$ cat src/rtl/uart_tx_arb.sv
// Round-robin arbiter feeding one UART transmitter from four requesters; grant one cycle after request, byte strobed one cycle after SEND.
// Backpressure: holds off while tx_busy is high; bursts rotate after MAX_BURST bytes; a missing busy acknowledge times out after BUSY_TIMEOUT cycles.
module uart_tx_arb #(
    parameter int          NREQ         = 4,
    parameter logic [7:0]  MAX_BURST    = 8'd16,
    parameter logic [7:0]  BUSY_TIMEOUT = 8'd16
) (
    input  logic              clk,
    input  logic              rst,
    input  logic [NREQ-1:0]   req,
    input  logic [8*NREQ-1:0] req_data,
    input  logic [NREQ-1:0]   req_last,
    output logic [NREQ-1:0]   req_ack,
    output logic [NREQ-1:0]   grant,
    output logic [7:0]        tx_data,
    output logic              tx_pluse,
    input  logic              tx_busy,
    output logic              timeout_err,
    output logic              active
);

    localparam int IW = $clog2(NREQ);

    localparam logic [1:0] S_IDLE      = 2'd0;
    localparam logic [1:0] S_SEND      = 2'd1;
    localparam logic [1:0] S_WAIT_BUSY = 2'd2;
    localparam logic [1:0] S_WAIT_IDLE = 2'd3;

    logic [1:0]      state_q, state_d;
    logic [NREQ-1:0] grant_q, grant_d;
    logic [IW-1:0]   own_q, own_d;
    logic [IW-1:0]   ptr_q, ptr_d;
    logic [7:0]      burst_q, burst_d;
    logic [7:0]      wait_q, wait_d;
    logic            last_q, last_d;
    logic [7:0]      tx_data_q, tx_data_d;
    logic            tx_pluse_q, tx_pluse_d;
    logic [NREQ-1:0] req_ack_q, req_ack_d;
    logic            timeout_err_q, timeout_err_d;
    logic            active_q, active_d;

    logic            pick_vld;
    logic [IW-1:0]   pick_idx;
    logic [IW-1:0]   cand;
    logic [7:0]      wait_inc;

    // First requesting index at or after ptr, wrapping.
    always_comb begin
        pick_vld = 1'b0;
        pick_idx = '0;
        cand     = '0;
        for (int k = 0; k < NREQ; k++) begin
            cand = ptr_q + IW'(k);
            if (!pick_vld && req[cand]) begin
                pick_vld = 1'b1;
                pick_idx = cand;
            end
        end
    end

    always_comb begin
        state_d       = state_q;
        grant_d       = grant_q;
        own_d         = own_q;
        ptr_d         = ptr_q;
        burst_d       = burst_q;
        wait_d        = wait_q;
        last_d        = last_q;
        tx_data_d     = tx_data_q;
        tx_pluse_d    = 1'b0;
        req_ack_d     = '0;
        timeout_err_d = 1'b0;
        wait_inc      = wait_q + 8'd1;

        case (state_q)
            S_IDLE: begin
                if (pick_vld && !tx_busy) begin
                    own_d   = pick_idx;
                    grant_d = NREQ'(1) << pick_idx;
                    burst_d = 8'd0;
                    state_d = S_SEND;
                end
            end
            S_SEND: begin
                if (!req[own_q]) begin
                    grant_d = '0;
                    ptr_d   = own_q + IW'(1);
                    burst_d = 8'd0;
                    state_d = S_IDLE;
                end else if (!tx_busy) begin
                    tx_data_d  = req_data[{own_q, 3'b000} +: 8];
                    last_d     = req_last[own_q];
                    tx_pluse_d = 1'b1;
                    req_ack_d  = NREQ'(1) << own_q;
                    wait_d     = 8'd0;
                    if (burst_q != 8'hFF) begin
                        burst_d = burst_q + 8'd1;
                    end
                    state_d = S_WAIT_BUSY;
                end
            end
            S_WAIT_BUSY: begin
                if (tx_busy) begin
                    state_d = S_WAIT_IDLE;
                end else begin
                    wait_d = wait_inc;
                    // The byte is already counted in burst_q, so a timeout just moves on.
                    if (wait_inc == BUSY_TIMEOUT) begin
                        timeout_err_d = 1'b1;
                        state_d       = S_WAIT_IDLE;
                    end
                end
            end
            default: begin
                if (!tx_busy) begin
                    if (last_q || (burst_q >= MAX_BURST)) begin
                        grant_d = '0;
                        ptr_d   = own_q + IW'(1);
                        burst_d = 8'd0;
                        state_d = S_IDLE;
                    end else begin
                        state_d = S_SEND;
                    end
                end
            end
        endcase

        active_d = |grant_d;
    end

    always_ff @(posedge clk) begin
        if (rst) begin
            state_q       <= S_IDLE;
            grant_q       <= '0;
            own_q         <= '0;
            ptr_q         <= '0;
            burst_q       <= 8'd0;
            wait_q        <= 8'd0;
            last_q        <= 1'b0;
            tx_data_q     <= 8'h00;
            tx_pluse_q    <= 1'b0;
            req_ack_q     <= '0;
            timeout_err_q <= 1'b0;
            active_q      <= 1'b0;
        end else begin
            state_q       <= state_d;
            grant_q       <= grant_d;
            own_q         <= own_d;
            ptr_q         <= ptr_d;
            burst_q       <= burst_d;
            wait_q        <= wait_d;
            last_q        <= last_d;
            tx_data_q     <= tx_data_d;
            tx_pluse_q    <= tx_pluse_d;
            req_ack_q     <= req_ack_d;
            timeout_err_q <= timeout_err_d;
            active_q      <= active_d;
        end
    end

    assign grant       = grant_q;
    assign req_ack     = req_ack_q;
    assign tx_data     = tx_data_q;
    assign tx_pluse    = tx_pluse_q;
    assign timeout_err = timeout_err_q;
    assign active      = active_q;

endmodule

$ cat config.mk
export PLATFORM = sky130hd
export DESIGN_NAME = uart_tx_arb
export DESIGN_NICKNAME = d
export VERILOG_FILES = /design/src/rtl/uart_tx_arb.sv
export SDC_FILE = /design/constraint.sdc
export NUM_CORES = 1
export LEC_CHECK = 0
export ABC_AREA = 0
export BUFFER_PORTS_ARGS = -buffer_cell sky130_fd_sc_hd__buf_4
export CORE_MARGIN = 3
export CORE_UTILIZATION = 43
export CTS_CLUSTER_SIZE = 20
export DETAILED_ROUTE_END_ITERATION = 10
export HOLD_SLACK_MARGIN = 0.12
export PLACE_DENSITY_LB_ADDON = 0.15
export SKIP_LAST_GASP = 1
export SLEW_MARGIN = 30
export SYNTH_ARGS = -nofsm -noshare
export SYNTH_HDL_FRONTEND = slang
export SYNTH_SLANG_ARGS = --single-unit
export TNS_END_PERCENT = 50
$ cat constraint.sdc
create_clock -name clk -period 1.7 [get_ports clk]
set_clock_uncertainty 0.15 [all_clocks]
set_input_delay 0.255 -clock clk [delete_from_list [all_inputs] [get_ports clk]]
set_output_delay 0.255 -clock clk [all_outputs]
set_load 0.1 [all_outputs]
==> reports/results.txt <==
The run finished, with violations left. The final reports fail on setup timing. The internal portion of the total power is 0.00154 W. The post-CTS clock slew at the launch and capture registers of the worst setup and hold paths is 0.09 ns. The logs give 440 for the number of fill cells in the layout and 2 for the worst-case clock buffer depth. Compared with the post-synthesis result, the final layout area differs by 44.6%. For the area of the mapped netlist, the log shows 0.00223 mm^2. The origin of the critical flop-to-flop path is own_q[0]$_SDFFE_PP0P_. Clock sink count: 42. Switching power summed over all nets: 0.000705 W. The logs give 25 for the floorplan row count and 0 for the count of pins over their slew limit.

The setup slack at placement is -0.206 ns, and the worst path required time is 1.74 ns. The fraction of registers with async set or reset after synthesis came out at 0%. In this run the remaining antenna-violating nets after routing total 0. Power spread over the standard cell area amounts to 697 mW/mm^2. Once the floorplan was initialized, standard cells occupied 45.9% of the core.

The reg-to-reg critical path endpoint was burst_q[4]$_SDFFE_PP0P_. The first global-routing pass estimated 9730 um of wire. The detailed router finished its first iteration with 116 violations. The initial antenna violation count came out at 0. TritonCTS built the clock tree. For the worst-skew pair, the clock arrives at the later sink with an insertion delay of 0.29 ns. In this run the tool buffered the top-level ports with 61 buffer cells.

The die covers 0.00608 mm^2. The run gives -0.14 ns as the worst setup slack for register-to-register paths. After detailed routing, the average wire length per cell comes to 14.0 um. Entering global routing, the biggest net connects 18 pins.

The clock period minus final worst setup slack is 1.84 ns, and the share of final-layout standard cells stronger than drive strength 1 is 41.5%. The tools report the number of vias in the routed layout as 2,242. Highest attainable clock frequency: 543 MHz.

The I/O pin total is 62. Headroom to the max-slew limit came out at 58.5%. The number of nets in the synthesized netlist is 306.

The finished layout holds 419 standard cells, fillers aside. Overall power: 0.00224 W. The count of flip-flops with a built-in enable after synthesis is 0, and the mean area per synthesized cell is 8.57 um^2.

Beginning of the critical path: own_q[0]$_SDFFE_PP0P_. The tools report the peak ir drop on the vdd network as 0.583 mV. The type of element capturing the critical path is a flop.

After detailed routing, the number of remaining DRC violations is 0. The synthesized netlist contains 44 unique library cells. In the post-synthesis netlist, the biggest area contributors are sky130_fd_sc_hd__dfxtp_1 (38%), sky130_fd_sc_hd__mux4_2 (10%), sky130_fd_sc_hd__a21oi_1 (7.4%).

The largest fanout on the critical path is 7, and the transition time of the tightest slew-check pin is 0.616 ns. The aggregate global-route resource usage came out at 19.6%. The run gives 1.88 ns as the critical path data arrival time. The post-detailed-placement half-perimeter wirelength came out at 4320 um.

The clock buffer count from CTS was 5; the synthesized flop and latch total was 42. The tools report the last element of the critical path as burst_q[4]$_SDFFE_PP0P_. Number of failing hold endpoints at the final stage: 0.

The post-layout net count is 397, and the placer congestion estimate is 0.814. Dividing the final minimum period by the clock period gives 108%. The cell at the root of the clock tree is sky130_fd_sc_hd__clkbuf_8. The tool flagged a number of max-cap violations equal to 0. The most used standard cell by instance count after synthesis is sky130_fd_sc_hd__dfxtp_1. The number of iterations in the first detailed-routing pass is 4, and the combinational share of power is 24.4%.

The minimum setup slack in the final design was -0.140 ns. In the final timing run, aggregate negative setup slack is -2.52 ns. Setup repair after global routing could not meet its margin everywhere. The H-tree depth came out at 2. The run gives 260 as the count of mapped cells out of synthesis. Dividing the detail-routed via count by the number of cells gives 5.35.

The proportion of power drawn by the clock network came out at 29.9%. The commonest cells after synthesis are sky130_fd_sc_hd__dfxtp_1 (42), sky130_fd_sc_hd__nand2_1 (35), sky130_fd_sc_hd__a21oi_1 (33). The run gives 35 as the final-report setup violation count. The share of the synthesized area in the top cell type came out at 37.8%.

Yosys printed 0 warnings. For this block, the routed nets add up to 5880 um of wire. The total congestion overflow after global routing is 0. In this run, placement finished with an instance count of 403.

The tightest hold path in the finished design has a slack of 0.275 ns. In this run the standard cell core region covers 0.00485 mm^2. Antenna diode count: 0. The switching fraction of total power was 31.4%; the count of cells along the worst register-to-register path was 5. The dominant cell type by area after synthesis was sky130_fd_sc_hd__dfxtp_1.

The y dimension of the die works out to 78.0 um. The run gives 1.26 nW as the leakage component of the power. The worst setup path is launched from a flop. In this run, flip-flops and latches consume 45.7% of the power. For this run, the leading register cell type out of synthesis is sky130_fd_sc_hd__dfxtp_1.

The number of global-route vias before repair is 2,069. The start-to-end type of the worst setup path is reg2reg. The worst hold path belongs to the class in2reg.

The x dimension of the die came out at 78.0 um. The share of the Yosys chip area taken by registers is 37.8%.
critical path: stages, from the launching register on:
cell and delay (ns):
sky130_fd_sc_hd__dfxtp_2 0.35, sky130_fd_sc_hd__mux4_2 0.65, sky130_fd_sc_hd__nor3_4 0.20, sky130_fd_sc_hd__a41oi_4 0.06
sky130_fd_sc_hd__a21oi_1 0.23, sky130_fd_sc_hd__o22ai_1 0.10
power by group through the flow:
| stage | clock network (W) | registers (W) | logic, W |
|---|---|---|---|
| after floorplan | 0 | 0.00115 | 0.000240 |
| after global placement | 0 | 0.00105 | 0.000509 |
| after detailed placement | 0 | 0.00105 | 0.000515 |
| after CTS | 0.000682 | 0.00103 | 0.000537 |
| after global routing | 0.000737 | 0.00103 | 0.000586 |
| final | 0.000670 | 0.00103 | 0.000548 |
metrics by stage:
| stage | area [um^2] | utilization [%] |
|---|---|---|
| finish | 3220 | 66.4 |
| global route | 3220 | 66.4 |
| CTS | 3150 | 64.9 |
| detailed placement | 2950 | 60.9 |
| global placement | 2950 | 60.9 |
| floorplan | 2290 | - |
cells by family after synthesis:
group	Yosys count	share of synthesized area (%)
AND/OR/NAND/NOR	111	24.2
AO/OA/AOI/OAI	62	17.3
flip-flops	42	37.8
buffers and inverters	24	5.56
multiplexers	14	11.9
XOR/XNOR	4	1.57
adder cells (fa/ha/maj)	3	1.69
worst min path at each step:
stage	start	cells after the start	to	slack (ns)
floorplan	last_q$_SDFFE_PP0P_	2	last_q$_SDFFE_PP0P_	0.29
CTS	tx_busy	3	timeout_err$_SDFF_PP0_	0.26
global route	req_data[22]	4	tx_data[6]$_SDFFE_PP0P_	0.28
global placement	tx_data[5]$_SDFFE_PP0P_	2	tx_data[5]$_SDFFE_PP0P_	0.29
finish	req_data[22]	4	tx_data[6]$_SDFFE_PP0P_	0.28
detailed placement	tx_data[5]$_SDFFE_PP0P_	2	tx_data[5]$_SDFFE_PP0P_	0.30
timing repair:
action,4_1_cts,5_1_grt
pin swaps,12,9
hold endpoints to repair,3,0
endpoints found under the setup margin,32,36
hold buffers,1,0
gates resized for setup,12,14
buffers inserted,5,2
cell usage in the layout, fill, tap and decap left out, types with 2 or more instances in the layout:
cell type	n
sky130_fd_sc_hd__buf_4	97
sky130_fd_sc_hd__inv_1	7
sky130_fd_sc_hd__and3_1	2
sky130_fd_sc_hd__or3_1	3
sky130_fd_sc_hd__a41oi_1	2
sky130_fd_sc_hd__o21ai_0	7
sky130_fd_sc_hd__nor3_1	6
sky130_fd_sc_hd__nor4_1	7
sky130_fd_sc_hd__nand2_1	33
sky130_fd_sc_hd__nor2_1	23
sky130_fd_sc_hd__dfxtp_1	37
sky130_fd_sc_hd__nand2b_1	4
sky130_fd_sc_hd__mux4_2	10
sky130_fd_sc_hd__buf_6	3
sky130_fd_sc_hd__nand4_1	2
sky130_fd_sc_hd__nand3_1	13
sky130_fd_sc_hd__a21oi_2	5
sky130_fd_sc_hd__clkbuf_8	5
sky130_fd_sc_hd__nand4b_1	2
sky130_fd_sc_hd__a31oi_1	5
sky130_fd_sc_hd__xnor2_1	3
sky130_fd_sc_hd__o22ai_1	2
sky130_fd_sc_hd__ha_1	2
sky130_fd_sc_hd__dfxtp_2	5
sky130_fd_sc_hd__mux2i_1	4
sky130_fd_sc_hd__a21oi_1	27
sky130_fd_sc_hd__nor3b_1	2
layout make-up:
cell class              instances  area (um^2)  share of cell area (%)
inverters                       7         26.3                   0.816
clock buffers                   5         68.8                    2.14
multi-input cells             194         1400                    43.4
flip-flops and latches         42          847                    26.3
repair buffers                101          772                    24.0
clock inverters                 3         25.0                   0.777
well taps                      67         83.8                    2.60
layer usage:
layer | wire length [um] | global-route usage (%) | vias to the layer above
li1 | - | - | 1134
met1 | 2630 | 26.7 | 1053
met2 | 2950 | 32.2 | 48
met3 | 243 | 3.83 | 7
met4 | 52 | 4.55 | 0
met5 | 0 | 0 | -
registers in the layout (all words and copies together), names as in the netlist:
| register | count |
|---|---|
| active | 1 |
| burst_q | 8 |
| grant | 4 |
| last_q | 1 |
| own_q | 2 |
| ptr_q | 2 |
| req_ack | 4 |
| state_q | 2 |
| timeout_err | 1 |
| tx_data | 8 |
| tx_pluse | 1 |
| wait_q | 8 |
(Power assumes the default switching activity.)
